File: src/rtl/ps2_mouse_packet_rx.sv
// PS/2 mouse packet receiver.
// Conditions the raw PS/2 clock/data lines, deserialises 11-bit frames
// (start, 8 data LSB first, odd parity, stop) and assembles 3-byte mouse
// packets, presented as a one-cycle pkt_valid pulse with status, dx and dy.
module ps2_mouse_packet_rx #(
  parameter int FILTER_LEN     = 8,
  parameter int TIMEOUT_CYCLES = 200000
) (
  input  logic       clock_100Mhz,
  input  logic       reset,
  input  logic       Mouse_Clk,
  input  logic       Mouse_Data,
  output logic       pkt_valid,
  output logic [7:0] pkt_status,
  output logic [8:0] pkt_dx,
  output logic [8:0] pkt_dy,
  output logic       frame_err
);

  localparam int FILT_W = $clog2(FILTER_LEN + 1);
  localparam int TO_W   = $clog2(TIMEOUT_CYCLES + 1);
  localparam logic [FILT_W-1:0] FILT_MAX = FILT_W'(FILTER_LEN - 1);
  localparam logic [TO_W-1:0]   TO_MAX   = TO_W'(TIMEOUT_CYCLES - 1);

  typedef enum logic {IDLE, RECV} state_t;

  // Two-stage synchronisers; index 0 is the clock line, index 1 the data line.
  logic [1:0] sync1_reg;
  logic [1:0] sync2_reg;

  logic              clk_filt_reg;
  logic              clk_filt_d_reg;
  logic [FILT_W-1:0] filt_cnt_reg;

  state_t            state_reg;
  logic [3:0]        bit_cnt_reg;
  logic [1:0]        byte_idx_reg;
  logic [TO_W-1:0]   to_cnt_reg;
  logic              start_bit_reg;
  logic [7:0]        shift_reg;
  logic              parity_reg;
  logic [7:0]        status_reg;
  logic [7:0]        x_reg;

  logic clk_s;
  logic dat_s;
  logic strobe;
  logic frame_good;
  logic active;

  assign clk_s = sync2_reg[0];
  assign dat_s = sync2_reg[1];

  // A falling edge of the filtered clock marks the bit-sampling cycle.
  assign strobe = clk_filt_d_reg & ~clk_filt_reg;

  // Evaluated in the stop-bit strobe cycle: start low, odd parity, stop high.
  assign frame_good = ~start_bit_reg & (^{shift_reg, parity_reg}) & dat_s;

  // The timeout only runs while a frame or a packet is partially received.
  assign active = (state_reg == RECV) || (byte_idx_reg != 2'd0);

  // Bring both asynchronous lines into the clock domain; reset to idle-high.
  generate
    for (genvar gi = 0; gi < 2; gi++) begin : g_sync
      always_ff @(posedge clock_100Mhz) begin
        if (reset) begin
          sync1_reg[gi] <= 1'b1;
          sync2_reg[gi] <= 1'b1;
        end else begin
          sync1_reg[gi] <= (gi == 0) ? Mouse_Clk : Mouse_Data;
          sync2_reg[gi] <= sync1_reg[gi];
        end
      end
    end
  endgenerate

  // Glitch filter: the filtered clock follows only after FILTER_LEN equal samples.
  always_ff @(posedge clock_100Mhz) begin
    if (reset) begin
      clk_filt_reg   <= 1'b1;
      clk_filt_d_reg <= 1'b1;
      filt_cnt_reg   <= '0;
    end else begin
      clk_filt_d_reg <= clk_filt_reg;
      if (clk_s == clk_filt_reg) begin
        filt_cnt_reg <= '0;
      end else if (filt_cnt_reg == FILT_MAX) begin
        clk_filt_reg <= clk_s;
        filt_cnt_reg <= '0;
      end else begin
        filt_cnt_reg <= filt_cnt_reg + 1'b1;
      end
    end
  end

  // Frame FSM, packet assembly, timeout and registered packet outputs.
  always_ff @(posedge clock_100Mhz) begin
    if (reset) begin
      state_reg     <= IDLE;
      bit_cnt_reg   <= 4'd0;
      byte_idx_reg  <= 2'd0;
      to_cnt_reg    <= '0;
      start_bit_reg <= 1'b0;
      shift_reg     <= 8'h00;
      parity_reg    <= 1'b0;
      status_reg    <= 8'h00;
      x_reg         <= 8'h00;
      pkt_valid     <= 1'b0;
      frame_err     <= 1'b0;
      pkt_status    <= 8'h00;
      pkt_dx        <= 9'h000;
      pkt_dy        <= 9'h000;
    end else begin
      pkt_valid <= 1'b0;
      frame_err <= 1'b0;
      if (strobe) begin
        // A strobe always wins over a coincident timeout.
        to_cnt_reg <= '0;
        case (state_reg)
          IDLE: begin
            start_bit_reg <= dat_s;
            bit_cnt_reg   <= 4'd1;
            state_reg     <= RECV;
          end
          RECV: begin
            if (bit_cnt_reg <= 4'd8) begin
              shift_reg   <= {dat_s, shift_reg[7:1]};
              bit_cnt_reg <= bit_cnt_reg + 4'd1;
            end else if (bit_cnt_reg == 4'd9) begin
              parity_reg  <= dat_s;
              bit_cnt_reg <= 4'd10;
            end else begin
              state_reg   <= IDLE;
              bit_cnt_reg <= 4'd0;
              if (!frame_good) begin
                frame_err    <= 1'b1;
                byte_idx_reg <= 2'd0;
              end else begin
                case (byte_idx_reg)
                  2'd0: begin
                    // Bytes without the sync bit are dropped to realign on a status byte.
                    if (shift_reg[3]) begin
                      status_reg   <= shift_reg;
                      byte_idx_reg <= 2'd1;
                    end
                  end
                  2'd1: begin
                    x_reg        <= shift_reg;
                    byte_idx_reg <= 2'd2;
                  end
                  2'd2: begin
                    pkt_status   <= status_reg;
                    pkt_dx       <= {status_reg[4], x_reg};
                    pkt_dy       <= {status_reg[5], shift_reg};
                    pkt_valid    <= 1'b1;
                    byte_idx_reg <= 2'd0;
                  end
                  default: byte_idx_reg <= 2'd0;
                endcase
              end
            end
          end
          default: state_reg <= IDLE;
        endcase
      end else if (active) begin
        if (to_cnt_reg == TO_MAX) begin
          state_reg    <= IDLE;
          bit_cnt_reg  <= 4'd0;
          byte_idx_reg <= 2'd0;
        end else begin
          to_cnt_reg <= to_cnt_reg + 1'b1;
        end
      end
    end
  end

endmodule

File: config.mk
export PLATFORM = sky130hd
export DESIGN_NAME = ps2_mouse_packet_rx
export DESIGN_NICKNAME = d
export VERILOG_FILES = /design/src/rtl/ps2_mouse_packet_rx.sv
export SDC_FILE = /design/constraint.sdc
export NUM_CORES = 1
export LEC_CHECK = 0
export CAP_MARGIN = 20
export CELL_PAD_IN_SITES_DETAIL_PLACEMENT = 1
export CELL_PAD_IN_SITES_GLOBAL_PLACEMENT = 2
export CORE_ASPECT_RATIO = 2
export CORE_UTILIZATION = 36
export DETAILED_ROUTE_END_ITERATION = 8
export PLACE_DENSITY = 0.74
export SYNTH_ARGS = -nofsm -noshare
export SYNTH_HDL_FRONTEND = slang
export SYNTH_SLANG_ARGS = --single-unit
File: constraint.sdc
create_clock -name clock_100Mhz -period 2.9 [get_ports clock_100Mhz]
set_clock_uncertainty 0.05 [all_clocks]
set_input_delay 0.58 -clock clock_100Mhz [delete_from_list [all_inputs] [get_ports clock_100Mhz]]
set_output_delay 0.58 -clock clock_100Mhz [all_outputs]
set_load 0.005 [all_outputs]
==> impl_metrics.toml <==
[outcome]
outcome = "complete, no violations"

[timing]
rsz0062_at_grt = "no"
fin_crit_sh = 0.8795
setup_viol = 0
fmax_mhz = 392.1
hold_viol = 0
tns_ns = 0
report.final.slew_viol_count = 0
tightest_slew_ns = 1.036
post-route-min-period_ns = 2.551
max-slew-margin-rel = 0.3077
setup_slack_ns = 0.3495

[route]
wl_um = 8159
drt_pass1_iterations = 4
first_iter_violations = 71
wl_per_cell_um = 14.92
ant_nets = 0
via_per_inst = 5.005
dr_total_vias = 2738
drc = 0

[layout]
drive_gt1_frac = 0.09157
finish.utilization = 0.4442
final_net_count = 419
antennaDiodeCount = 0
largest_reg_flops = 18
fin_cells = 547
n_fill_cell = 1162
syn_to_final_growth_pct = 18.75

[synth]
ys.warnings.count = 0
synth_seq_area_share = 0.4738
ys_top_cells_by_area = "dfxtp_1 (47%), mux2i_1 (14%), nand2_1 (6.4%)"
synth_edf_count = 0
synthCells = 379
syn_nets = 388
synth-main-ff-cell = "dfxtp_1"
synth_common_cells = "dfxtp_1 (87), nand2_1 (63), mux2i_1 (50), nor2_1 (33)"
synth_top_cell_by_area = "dfxtp_1"
synth_most_common_cell = "dfxtp_1"
async_reset_ff_frac = 0
synth_top_area_share = 0.4738
syn_area_mm2 = 0.003676
ys_types = 48
ys_ff_latch = 87
syn_area_per_cell_um2 = 9.699

[floorplan]
row_count = 51
fp.dieW_um = 73.46
boundaryPins = 32
die_h_um = 144.9
dieArea_mm2 = 0.01064
start_util = 0.3741
coreArea_mm2 = 0.009827

[grt]
grt_overflow = 0
track_usage = 0.1674
grt_pass1_wl_um = 13400
grt_pass1_vias = 2745
grt_max_degree = 31
antenna_found_initial = 0

[run]
drv_cap = 0

[worst_hold_path]
worstHoldEndpoint = "clk_s"
hold_path_class = "register to register"
holdCritStartpoint = "sync1_reg[0]"
hold_depth = 1

[setup_path]
crit_chain = "inv_1, ha_1, o21bai_1, nand3_1, nor3_1, a21oi_4, mux2i_1"
required_ns = 3.04
r2r-start = "bit_cnt_reg[0]"
r2r_cells = 7
worstReg2RegEnd = "pkt_status[7]"
crit_family = "simple AND/OR/NAND/NOR gates"
critPathKind = "register to register"
cp-start-kind = "register"
cp_max_fo = 24
reg2reg_slack_ns = 0.35
cp_num_buf_inv = 1
cp-end-kind = "register"
arrival_ns = 2.69
cpPeakStageDelay_ns = 0.43
slowest_stage = "nor3_1"

[clock_tree]
root_buffer = "clkbuf_16"
numCtsBuffers = 9
clkTransAtPathRegs_ns = 0.06
cts_hold_buf = 0
tritoncts = "built"
cts_resized = 0
clock_path_buffers = 2
clk_latency_ns = 0.34
post_cts_buffers = 0
htreeDepth = 3
cts.sinks = 87

[place]
dp_cells = 531
dp_slack_ns = 0.3631
io_buffers = 31
dp_hpwl_um = 6129
gp_congestion = 0.7820

[power]
vdd_drop_max_mv = 0.3018
finalPower_mw = 2.326
leakage_nw = 1.700
p_per_area_mw_per_mm2 = 532.8
## metal layers
layer  track usage  vias up  routed length, um
li1              -     1365                  -
met1        0.1572     1333               3035
met2        0.3252       26               4783
met3       0.03333       14                171
met4       0.07500        0                168
met5             0        -                  0
## placed cells by master, fill, tap and decap left out, types with 3 or more instances in the layout
master	instances
a211oi_1	4
a21oi_1	10
a31oi_1	3
buf_4	6
clkbuf_16	9
clkdlybuf4s50_1	31
dfxtp_1	87
ha_1	5
inv_1	7
mux2i_1	50
nand2_1	63
nand3_1	8
nand4_1	5
nor2_1	33
nor2b_1	3
nor3_1	8
o211ai_1	3
o21ai_0	8
or2_2	5
or3_1	6
xnor2_1	10
xor2_1	10
## worst max path at each step
stage / slack, ns / start / end / depth (start not counted)
after floorplan: 0.86 / bit_cnt_reg[0] / pkt_dy[2] / 8
after global routing: 0.10 / bit_cnt_reg[0] / pkt_dy[5] / 7
after global placement: 0.42 / bit_cnt_reg[0] / pkt_status[3] / 7
after detailed placement: 0.36 / bit_cnt_reg[0] / pkt_dy[1] / 7
final: 0.35 / bit_cnt_reg[0] / pkt_status[7] / 7
after CTS: 0.36 / bit_cnt_reg[0] / pkt_dy[1] / 7
## report_power, final
group | leakage, nW | switching [mW] | internal (mW) | total [mW]
Combinational | 0.864 | 0.0231 | 0.00836 | 0.0315
Clock | 0.135 | 0.489 | 0.607 | 1.10
Sequential | 0.701 | 0.00154 | 1.20 | 1.20
## stage by stage
step / area, um^2 / hold slack [ns]
after global placement: 4084 / 0.3426
after global routing: 4365 / 0.3704
after CTS: 4365 / 0.3609
final: 4365 / 0.3597
after detailed placement: 4084 / 0.3457
after floorplan: 3676 / 0.3395
## cell type report
class	instances	area [um^2]	share of cell area
well taps	132	165.2	0.03783
multi-input cells	267	1792	0.4104
repair buffers	37	355.3	0.08140
flip-flops and latches	87	1742	0.3990
inverters	8	30.03	0.006879
clock inverters	6	42.54	0.009745
clock buffers	10	239.0	0.05474
## cell families (layout without fill, tap and decap cells)
group                      count (synthesis)  count (layout)  synth area share
AOI/OAI and AO/OA                         39              39           0.07284
xor gates and xnor gates                  22              22           0.06024
adders and majority gates                  5               5           0.01702
buffers and inverters                     25              61           0.03880
DFF                                       87              87            0.4738
muxes                                     50              50            0.1361
and+or+nand+nor                          151             151            0.2012
Note: power is estimated with default switching activity, not from simulation.
